`config.mk`:
```
export PLATFORM = sky130hd
export DESIGN_NAME = tetris_game_sequencer_flat
export DESIGN_NICKNAME = d
export VERILOG_FILES = /design/src/rtl/tetris_game_sequencer_if.sv /design/src/rtl/tetris_game_sequencer.sv /design/src/flat_wrapper.sv
export SDC_FILE = /design/constraint.sdc
export NUM_CORES = 1
export LEC_CHECK = 0
export BUFFER_PORTS_ARGS = -buffer_cell sky130_fd_sc_hd__buf_2
export CAP_MARGIN = 20
export CORE_UTILIZATION = 40
export DETAILED_ROUTE_END_ITERATION = 12
export HOLD_SLACK_MARGIN = 0.15
export SLEW_MARGIN = 20
export SYNTH_ARGS = -nofsm -noshare
export SYNTH_HDL_FRONTEND = slang
export SYNTH_SLANG_ARGS = --single-unit
```
`constraint.sdc`:
```
create_clock -name i_clk -period 32.2 [get_ports i_clk]
set_input_delay 9.66 -clock i_clk [delete_from_list [all_inputs] [get_ports i_clk]]
set_output_delay 9.66 -clock i_clk [all_outputs]
set_load 0.01 [all_outputs]
```
`src/rtl/tetris_game_sequencer_if.sv`:
```
// -----------------------------------------------------------------------------
// tetris_game_sequencer_if
// Purpose : Bundles the game-flow controller's playfield-side signals so the
//           sequencer and its environment (timing/keyboard front end and the
//           CurrBlock engine) connect through a single port.
// Signals :
//   frame_tick    - 1-cycle pulse per video frame
//   startGame     - level-sensitive start/restart request
//   fell          - CurrBlock: piece landed, must lock
//   currBlocks    - CurrBlock: active-piece bitmap, [row][col]
//   Spawn         - 1-cycle pulse: load a new piece
//   drop_tick     - 1-cycle pulse: gravity step
//   fallenBlocks  - settled playfield, [row][col]
//   difficulty    - gravity period in frames
//   level         - current level (saturates at 15)
//   lines_cleared - total cleared lines (saturates at 16'hFFFF)
//   lineBreak     - 1-cycle pulse per removed row
//   gameOver      - high while the game is over
// Modports: master = sequencer side, slave = environment side.
// -----------------------------------------------------------------------------
interface tetris_game_sequencer_if #(
  parameter int ROWS = 20,
  parameter int COLS = 10
);
  logic                       frame_tick;
  logic                       startGame;
  logic                       fell;
  logic [ROWS-1:0][COLS-1:0]  currBlocks;
  logic                       Spawn;
  logic                       drop_tick;
  logic [ROWS-1:0][COLS-1:0]  fallenBlocks;
  logic [9:0]                 difficulty;
  logic [3:0]                 level;
  logic [15:0]                lines_cleared;
  logic                       lineBreak;
  logic                       gameOver;

  modport master (
    input  frame_tick, startGame, fell, currBlocks,
    output Spawn, drop_tick, fallenBlocks, difficulty, level,
           lines_cleared, lineBreak, gameOver
  );

  modport slave (
    output frame_tick, startGame, fell, currBlocks,
    input  Spawn, drop_tick, fallenBlocks, difficulty, level,
           lines_cleared, lineBreak, gameOver
  );
endinterface

```
`src/rtl/tetris_game_sequencer.sv`:
```
// -----------------------------------------------------------------------------
// tetris_game_sequencer
// Purpose : Game-flow controller for the falling-piece engine. Sequences
//           spawn -> gravity fall -> lock -> line clear -> respawn, owns the
//           settled playfield and the gravity timer, and detects game over.
// Ports   :
//   i_clk   - system clock
//   i_reset - asynchronous reset, active-high
//   io_bus  - tetris_game_sequencer_if.master (see interface for signals)
// -----------------------------------------------------------------------------
module tetris_game_sequencer #(
  parameter int ROWS            = 20,
  parameter int COLS            = 10,
  parameter int BASE_PERIOD     = 48,
  parameter int PERIOD_STEP     = 4,
  parameter int MIN_PERIOD      = 4,
  parameter int LINES_PER_LEVEL = 10,
  parameter int SPAWN_WAIT      = 2
) (
  input  logic                            i_clk,
  input  logic                            i_reset,
  tetris_game_sequencer_if.master         io_bus
);
  localparam int IDX_W = $clog2(ROWS);

  typedef enum logic [2:0] {
    S_IDLE, S_SPAWN, S_WAIT, S_FALL, S_LOCK, S_SCAN, S_OVER
  } state_t;

  state_t                     r_state, w_state_next;
  logic [ROWS-1:0][COLS-1:0]  r_board;
  logic [IDX_W-1:0]           r_idx;
  logic [9:0]                 r_frame_cnt;
  logic [7:0]                 r_wait_cnt;
  logic [3:0]                 r_level;
  logic [15:0]                r_lines;
  logic [15:0]                r_lvl_lines;   // clears since the last level-up
  logic [9:0]                 r_difficulty;
  logic                       r_start_prev;

  logic [ROWS-1:0]            w_row_hit;
  logic                       w_overlap;
  logic                       w_row_full;
  logic                       w_tick_hit;
  logic signed [10:0]         w_period;
  logic [9:0]                 w_diff_next;
  logic                       w_spawn, w_drop, w_line_break, w_game_over;

  // Spawn collision: any settled cell covered by the freshly loaded piece.
  for (genvar gi = 0; gi < ROWS; gi++) begin : g_overlap
    assign w_row_hit[gi] = |(io_bus.currBlocks[gi] & r_board[gi]);
  end
  assign w_overlap  = |w_row_hit;
  assign w_row_full = &r_board[r_idx];
  assign w_tick_hit = io_bus.frame_tick && (r_frame_cnt == r_difficulty - 10'd1);

  // Signed so that high levels go negative instead of wrapping before the floor.
  assign w_period    = $signed(11'(BASE_PERIOD)) - $signed({7'd0, r_level} * 11'(PERIOD_STEP));
  assign w_diff_next = (w_period < $signed(11'(MIN_PERIOD))) ? 10'(MIN_PERIOD) : w_period[9:0];

  always_comb begin
    w_state_next = r_state;
    w_spawn      = 1'b0;
    w_drop       = 1'b0;
    w_line_break = 1'b0;
    w_game_over  = 1'b0;
    case (r_state)
      S_IDLE:  if (io_bus.startGame) w_state_next = S_SPAWN;
      S_SPAWN: begin
        w_spawn      = 1'b1;
        w_state_next = S_WAIT;
      end
      S_WAIT:  if (r_wait_cnt == 8'd0) w_state_next = w_overlap ? S_OVER : S_FALL;
      S_FALL: begin
        // Locking wins over a gravity step landing in the same cycle.
        if (io_bus.fell)     w_state_next = S_LOCK;
        else if (w_tick_hit) w_drop = 1'b1;
      end
      S_LOCK:  w_state_next = S_SCAN;
      S_SCAN: begin
        if (w_row_full)               w_line_break = 1'b1;
        else if (r_idx == '0)         w_state_next = S_SPAWN;
      end
      S_OVER: begin
        w_game_over = 1'b1;
        if (io_bus.startGame && !r_start_prev) w_state_next = S_IDLE;
      end
      default: w_state_next = S_IDLE;
    endcase
  end

  always_ff @(posedge i_clk or posedge i_reset) begin
    if (i_reset) begin
      r_state      <= S_IDLE;
      r_board      <= '0;
      r_idx        <= '0;
      r_frame_cnt  <= '0;
      r_wait_cnt   <= '0;
      r_level      <= '0;
      r_lines      <= '0;
      r_lvl_lines  <= '0;
      r_difficulty <= 10'(BASE_PERIOD);
      r_start_prev <= 1'b0;
    end else begin
      r_state      <= w_state_next;
      r_start_prev <= io_bus.startGame;
      r_difficulty <= w_diff_next;
      case (r_state)
        S_IDLE: if (io_bus.startGame) begin
          r_board     <= '0;
          r_level     <= '0;
          r_lines     <= '0;
          r_lvl_lines <= '0;
          r_frame_cnt <= '0;
        end
        S_SPAWN: r_wait_cnt <= 8'(SPAWN_WAIT);
        S_WAIT: begin
          if (r_wait_cnt != 8'd0) r_wait_cnt  <= r_wait_cnt - 8'd1;
          else                    r_frame_cnt <= '0;
        end
        S_FALL: if (!io_bus.fell && io_bus.frame_tick)
          r_frame_cnt <= w_tick_hit ? 10'd0 : r_frame_cnt + 10'd1;
        S_LOCK: begin
          for (int r = 0; r < ROWS; r++) r_board[r] <= r_board[r] | io_bus.currBlocks[r];
          r_idx <= IDX_W'(ROWS - 1);
        end
        S_SCAN: begin
          if (w_row_full) begin
            // Collapse everything above the full row by one; idx stays put
            // so the row that slid in is examined next cycle.
            for (int r = 1; r < ROWS; r++)
              if (IDX_W'(r) <= r_idx) r_board[r] <= r_board[r-1];
            r_board[0] <= '0;
            if (r_lines != 16'hFFFF) begin
              r_lines <= r_lines + 16'd1;
              if (r_lvl_lines == 16'(LINES_PER_LEVEL - 1)) begin
                r_lvl_lines <= '0;
                if (r_level != 4'd15) r_level <= r_level + 4'd1;
              end else begin
                r_lvl_lines <= r_lvl_lines + 16'd1;
              end
            end
          end else if (r_idx != '0) begin
            r_idx <= r_idx - 1'b1;
          end
        end
        default: ;
      endcase
    end
  end

  assign io_bus.Spawn         = w_spawn;
  assign io_bus.drop_tick     = w_drop;
  assign io_bus.lineBreak     = w_line_break;
  assign io_bus.gameOver      = w_game_over;
  assign io_bus.fallenBlocks  = r_board;
  assign io_bus.difficulty    = r_difficulty;
  assign io_bus.level         = r_level;
  assign io_bus.lines_cleared = r_lines;
endmodule
```
`src/flat_wrapper.sv`:
```
// flat-port wrapper written by rule: the top's interface ports become plain ports
module tetris_game_sequencer_flat 
#(
  parameter int ROWS            = 20,
  parameter int COLS            = 10,
  parameter int BASE_PERIOD     = 48,
  parameter int PERIOD_STEP     = 4,
  parameter int MIN_PERIOD      = 4,
  parameter int LINES_PER_LEVEL = 10,
  parameter int SPAWN_WAIT      = 2
)
  (i_clk, i_reset, io_bus_frame_tick, io_bus_startGame, io_bus_fell, io_bus_currBlocks, io_bus_Spawn, io_bus_drop_tick, io_bus_fallenBlocks, io_bus_difficulty, io_bus_level, io_bus_lines_cleared, io_bus_lineBreak, io_bus_gameOver);
  tetris_game_sequencer_if #(.ROWS(ROWS), .COLS(COLS)) io_bus_i ();
  input  logic i_clk;
  input  logic i_reset;
  input wire logic [$bits(io_bus_i.frame_tick)-1:0] io_bus_frame_tick;
  input wire logic [$bits(io_bus_i.startGame)-1:0] io_bus_startGame;
  input wire logic [$bits(io_bus_i.fell)-1:0] io_bus_fell;
  input wire logic [$bits(io_bus_i.currBlocks)-1:0] io_bus_currBlocks;
  output wire logic [$bits(io_bus_i.Spawn)-1:0] io_bus_Spawn;
  output wire logic [$bits(io_bus_i.drop_tick)-1:0] io_bus_drop_tick;
  output wire logic [$bits(io_bus_i.fallenBlocks)-1:0] io_bus_fallenBlocks;
  output wire logic [$bits(io_bus_i.difficulty)-1:0] io_bus_difficulty;
  output wire logic [$bits(io_bus_i.level)-1:0] io_bus_level;
  output wire logic [$bits(io_bus_i.lines_cleared)-1:0] io_bus_lines_cleared;
  output wire logic [$bits(io_bus_i.lineBreak)-1:0] io_bus_lineBreak;
  output wire logic [$bits(io_bus_i.gameOver)-1:0] io_bus_gameOver;
  assign io_bus_i.frame_tick = io_bus_frame_tick;
  assign io_bus_i.startGame = io_bus_startGame;
  assign io_bus_i.fell = io_bus_fell;
  assign io_bus_i.currBlocks = io_bus_currBlocks;
  assign io_bus_Spawn = io_bus_i.Spawn;
  assign io_bus_drop_tick = io_bus_i.drop_tick;
  assign io_bus_fallenBlocks = io_bus_i.fallenBlocks;
  assign io_bus_difficulty = io_bus_i.difficulty;
  assign io_bus_level = io_bus_i.level;
  assign io_bus_lines_cleared = io_bus_i.lines_cleared;
  assign io_bus_lineBreak = io_bus_i.lineBreak;
  assign io_bus_gameOver = io_bus_i.gameOver;
  tetris_game_sequencer #(.ROWS(ROWS), .COLS(COLS), .BASE_PERIOD(BASE_PERIOD), .PERIOD_STEP(PERIOD_STEP), .MIN_PERIOD(MIN_PERIOD), .LINES_PER_LEVEL(LINES_PER_LEVEL), .SPAWN_WAIT(SPAWN_WAIT)) u_core (.i_clk(i_clk), .i_reset(i_reset), .io_bus(io_bus_i));
endmodule
```
==> metrics, run 1 <==
status finished clean; H-tree levels 2; sum of negative setup slack 0 ns; Worst-Margin Slew 1.25 ns; R2R setup slack 26.50 ns; Final Setup Violations 0; clock buffer depth 3; RSZ-0062 raised after global routing no; count of unique library cells instantiated by Yosys 85; uppermost layer routed met5; Int Power 1.05 mW; switch share 51.8%; CP max FO 2; clock root buffer clkbuf_16; CTS Hold Buffers Added 0; crit start category input pin; RR Startpoint u_core.r_idx[0]; Die H 211 µm; Lkg Pwr 9.38 nW; Reg power frac 33.9%; input/output buffers 436; area post-placement 20000 µm²; Slew Limit Fails 0; CTS tree built; 1st-pass router iterations 6; post-route cell area 21100 µm²; Synth area leaders dfrtp_1, a21oi_1, a211oi_1; R2R depth 11; end of the worst hold path u_core.r_wait_cnt[0]; post-synthesis cell count 1964; vias per cell 6.83; total track usage 41.5%; RR Endpoint u_core.io_bus.fallenBlocks[10]; residual overflow from global routing 0; YS warnings 0; Horiz. Die Dim 211 µm; maxcap violations 0; Core ar. 43200 µm²; Clock Power Share 18.6%; wire per inst 32.2 µm; fmax 48.7 MHz; first-pass GRT wire length 134 mm; row count 76; layout cells sized above 1 25.1%; Seq/Total Area, Yosys 38.3%; die area 44700 µm²; cts bufs inserted 35; most frequent cells in the layout buf_2, a21oi_1, dfrtp_1; Starting Density 40.6%; final net count 2543; #FFs+latches synth 268; post-route ant nets 0; Crit. End Element primary output; footprint of the multi-input gates 9760 µm²; cts repair resizes 0; Post-synth ARST share 100%; Min-Delay Path Depth 1; pre-CTS setup slack 11.66 ns; mapped cell area 17500 µm²; Yosys top cell by area dfrtp_1; Layout Utilization 49.0%; via count 20100; final hold viol count 0; Final HPWL DP 70.5 mm; hold path startpoint u_core.r_wait_cnt[0]; M1 WL 35.7 mm; vias in the first global route 18600; # IOs 439; met2 WL 41.6 mm; clock insertion delay at the later pin of the skew report 0.57 ns; most common cell after layout, fill and taps aside buf_2; Net Sw Power 1.12 mW; HP Class reg2reg; Power Total 2.17 mW; relative slew slack 16.6%; Met3 Wirelength 10.2 mm; Layout area overhead 20.6%; Post-synth EDFFs 0; worst vdd ir 58.4 µV; Top FF cell, synth dfrtp_1; post-route minimum period 20.54 ns; Fill cells 4325; gpl congestion 0.980; post-synth top area share 38.0%; drt first-iter violations 2926; Tcrit/Tclk final 63.8%; post-CTS setup buffer count 0; total detailed-routing wirelength 94.5 mm; initial antenna violation count 2; worst endpoint required time 22.54 ns; combinational power share 47.5%; PwrDens 103 nW/µm²; Setup Crit Path Kind in2out; largest net degree at the start of global routing 112; Worst EP arrival 10.88 ns; DRC Markers 0; CTS clk-pin slew, worst paths 0.06 ns; register area 6710 µm²; Final WS setup 11.66 ns; Worst Skew 0.0279 ns; Clock Sink Count 268; Synth Area per Inst 8.93 µm²
area by class of cell:
| type | instances | area share (%) |
|---|---|---|
| Inverter | 102 | 1.85 |
| Antenna cell | 3 | 0.0355 |
| Tap cell | 585 | 3.46 |
| Sequential cell | 268 | 31.8 |
| Multi-Input combinational cell | 1454 | 46.2 |
| Clock inverter | 19 | 0.876 |
| Clock buffer | 44 | 4.59 |
| Timing Repair Buffer | 462 | 11.3 |
cell usage after synthesis, types with 29 or more instances:
| library cell | count |
|---|---|
| a211oi_1 | 179 |
| a21oi_1 | 291 |
| a221oi_1 | 82 |
| a22oi_1 | 66 |
| a31oi_1 | 60 |
| buf_2 | 29 |
| clkbuf_1 | 89 |
| dfrtp_1 | 266 |
| inv_1 | 98 |
| mux2i_1 | 54 |
| nand2_1 | 118 |
| nand2b_1 | 64 |
| nand3_1 | 34 |
| nand4_1 | 31 |
| nor2_1 | 108 |
| o21ai_0 | 35 |
power groups by stage:
stage | sequential, mW | combinational (mW) | clock (mW)
floorplan | 0.616 | 0.641 | 0
global placement | 0.719 | 0.988 | 0
detailed placement | 0.720 | 1.00 | 0
CTS | 0.716 | 1.01 | 0.406
global route | 0.734 | 1.10 | 0.418
finish | 0.735 | 1.03 | 0.405
registers in the layout (all words and copies together), names as in the netlist:
| register | cells |
|---|---|
| u_core.io_bus.difficulty | 5 |
| u_core.io_bus.fallenBlocks | 200 |
| u_core.io_bus.level | 4 |
| u_core.io_bus.lines_cleared | 16 |
| u_core.r_frame_cnt | 10 |
| u_core.r_idx | 5 |
| u_core.r_lvl_lines | 16 |
| u_core.r_start_prev | 1 |
| u_core.r_state | 3 |
| u_core.r_wait_cnt | 8 |
worst max-delay path: stages:
cell	delay (ns)
buf_2	0.09
o2111ai_1	0.09
a2111o_1	0.30
a211o_1	0.31
nor4_1	0.25
buf_2	0.18
worst max-delay path by stage:
stage                      startpoint                to  slack [ns]  cells past startpoint
floorplan           io_bus_frame_tick  io_bus_drop_tick       11.83                      4
detailed placement  io_bus_frame_tick  io_bus_drop_tick       11.66                      6
CTS                 io_bus_frame_tick  io_bus_drop_tick       11.66                      6
global placement    io_bus_frame_tick  io_bus_drop_tick       11.74                      6
finish              io_bus_frame_tick  io_bus_drop_tick       11.66                      6
global route        io_bus_frame_tick  io_bus_drop_tick       11.59                      6
through the flow:
step	hold WS [ns]	cells
6_report	0.473	2937
5_1_grt	0.490	2934
4_1_cts	0.478	2934
3_5_place_dp	0.468	2871
3_3_place_gp	0.462	2871
2_1_floorplan	0.442	1965
per-layer routing:
metal / vias to the layer above / GRT usage [%]
li1: 8319 / -
met5: - / 0
met3: 289 / 7.86
met4: 4 / 26.7
met1: 9902 / 54.6
met2: 1536 / 62.6
kinds of logic after synthesis:
group / count (synthesis) / share of synthesized area (%)
buffers and inverters: 243 / 6.25
adder cells (fa/ha/maj): 15 / 1.07
multiplexers: 85 / 6.72
XOR/XNOR: 21 / 1.05
AO/OA/AOI/OAI: 858 / 33.0
flip-flops: 268 / 38.3
AND/OR/NAND/NOR: 473 / 13.6
other: 1 / 0.0214
No activity file was read; power rests on OpenSTA's default activity.
==> run 2, diff against run 1 <==
- PLACE_DENSITY: unset -> 0.65
- clock period: 32.2 -> 17.9 ns (I/O delays scaled with it)
==> metrics, run 2 (synthesized netlist as in run 1, its figures left out) <==
status finished clean; Fill cells 4297 (-0.65%); DRC Markers 0 (unchanged); end of the worst hold path u_core.r_wait_cnt[0]; RSZ-0062 raised after global routing no; clock root buffer clkbuf_16; CTS clk-pin slew, worst paths 0.06 ns (about the same); Crit. End Element primary output; HP Class reg2reg; fmax 83.7 MHz; layout cells sized above 1 24.9% (-0.18 points); cts repair resizes 0 (unchanged); clock buffer depth 3 (unchanged); final net count 2544 (+0.039%); 1st-pass router iterations 6 (unchanged); initial antenna violation count 6 (+4); Worst EP arrival 6.58 ns (-4.30 ns); Clock Sink Count 268 (unchanged); cts bufs inserted 34 (-2.9%); first-pass GRT wire length 134 mm (+0.12%); Final Setup Violations 0 (unchanged); worst endpoint required time 12.53 ns (-10.01 ns); Tcrit/Tclk final 66.8%; Final WS setup 5.95 ns (-5.72 ns); total detailed-routing wirelength 94.0 mm (-0.46%); Lkg Pwr 9.35 nW (-0.30%); worst vdd ir 123 µV (+110%); RR Endpoint u_core.io_bus.fallenBlocks[11]; clock insertion delay at the later pin of the skew report 0.57 ns (about the same); wire per inst 32.1 µm (-0.29%); Die H 211 µm (unchanged); input/output buffers 436 (unchanged); most common cell after layout, fill and taps aside buf_2; sum of negative setup slack 0 ns (unchanged); row count 76 (unchanged); hold path startpoint u_core.r_wait_cnt[0]; Starting Density 40.6% (unchanged); largest net degree at the start of global routing 240 (+110%); pre-CTS setup slack 5.96 ns (-5.70 ns); CTS tree built; R2R setup slack 12.08 ns (-14.42 ns); Core ar. 43200 µm² (unchanged); drt first-iter violations 2912 (-0.48%); CTS Hold Buffers Added 0 (unchanged); post-route ant nets 0 (unchanged); Horiz. Die Dim 211 µm (unchanged); Final HPWL DP 69.9 mm (-0.89%); CP max FO 2 (unchanged); RR Startpoint u_core.r_idx[0]; # IOs 439 (unchanged); Min-Delay Path Depth 1 (unchanged); PwrDens 185 nW/µm² (+80%); vias in the first global route 18700 (+0.72%); Layout area overhead 20.4%; post-route minimum period 11.95 ns; via count 20100 (+0.32%); most frequent cells in the layout buf_2, a21oi_1, dfrtp_1; Worst-Margin Slew 1.31 ns (+0.0586 ns); gpl congestion 1.02 (+3.6%); crit start category input pin; Setup Crit Path Kind in2out; maxcap violations 0 (unchanged); H-tree levels 2 (unchanged); vias per cell 6.86 (+0.49%); max FFs per register 200 (unchanged); R2R depth 11 (unchanged); die area 44700 µm² (unchanged); post-CTS setup buffer count 0 (unchanged); residual overflow from global routing 0 (unchanged); final hold viol count 0 (unchanged); Slew Limit Fails 0 (unchanged); total track usage 41.6% (+0.079 points); Worst Skew 0.0327 ns (+0.00478 ns); relative slew slack 12.7% (-3.9 points)
[run 2: changes by cell type in the layout (fill, tap and decap cells not counted)]
cell and delta:
clkinv_2 -6, buf_4 +2, clkbuf_1 +2, clkbuf_8 -2, clkinv_8 +2, diode_2 -2
buf_12 +1, buf_6 -1, clkbuf_16 -1, clkinvlp_4 +1, inv_8 -1
[run 2: cell type report]
| cell class | instances | area [µm²] | area share [%] |
|---|---|---|---|
| flip-flops and latches | 268 | 6710 | 31.8 |
| clock inverters | 15 | 179 | 0.848 |
| inverters | 102 | 395 | 1.87 |
| diodes | 1 | 2.50 | 0.0119 |
| repair buffers | 464 | 2400 | 11.4 |
| clock buffers | 43 | 925 | 4.38 |
| multi-input cells | 1454 | 9760 | 46.2 |
| well taps | 585 | 732 | 3.47 |
[run 2: routing by layer]
metal / wire [µm] / global-route usage [%] / vias to the layer above
li1: - / - / 8332
met1: 34300 / 53.3 / 9804
met2: 40600 / 62.7 / 1618
met3: 11400 / 10.0 / 348
met4: 7620 / 27.0 / 12
met5: 79 / 0 / -
[run 2: through the flow]
step                      instances  util, %  hold WS, ns  total power, mW  cell area (µm²)
after floorplan                1965        -        0.442             2.26            17500
after global routing           2931     48.9        0.506             4.04            21100
final                          2932     48.9        0.478             3.90            21100
after detailed placement       2873     46.3        0.471             3.11            20000
after CTS                      2931     48.9        0.481             3.82            21100
after global placement         2872     46.3        0.462             3.08            20000
[run 2: how the worst max path moves through the flow]
| stage | startpoint | to | slack (ns) |
|---|---|---|---|
| after floorplan | i_reset | u_core.io_bus.difficulty[2] | 5.15 |
| after global placement | io_bus_frame_tick | io_bus_drop_tick | 6.00 |
| after detailed placement | io_bus_frame_tick | io_bus_drop_tick | 5.96 |
| after CTS | io_bus_frame_tick | io_bus_drop_tick | 5.96 |
| after global routing | io_bus_frame_tick | io_bus_drop_tick | 5.89 |
| final | io_bus_frame_tick | io_bus_drop_tick | 5.95 |
[run 2: report_power, final]
part | internal (mW) | switching [mW]
Sequential | 0.797 | 0.511
Clock | 0.411 | 0.296
Combinational | 0.666 | 1.22
Total | 1.87 | 2.03
[run 2: critical path, stage by stage]
cell and delay, ns:
buf_2 0.10, o2111ai_1 0.10, a2111o_1 0.29, a211o_1 0.30
nor4_1 0.24, buf_2 0.18
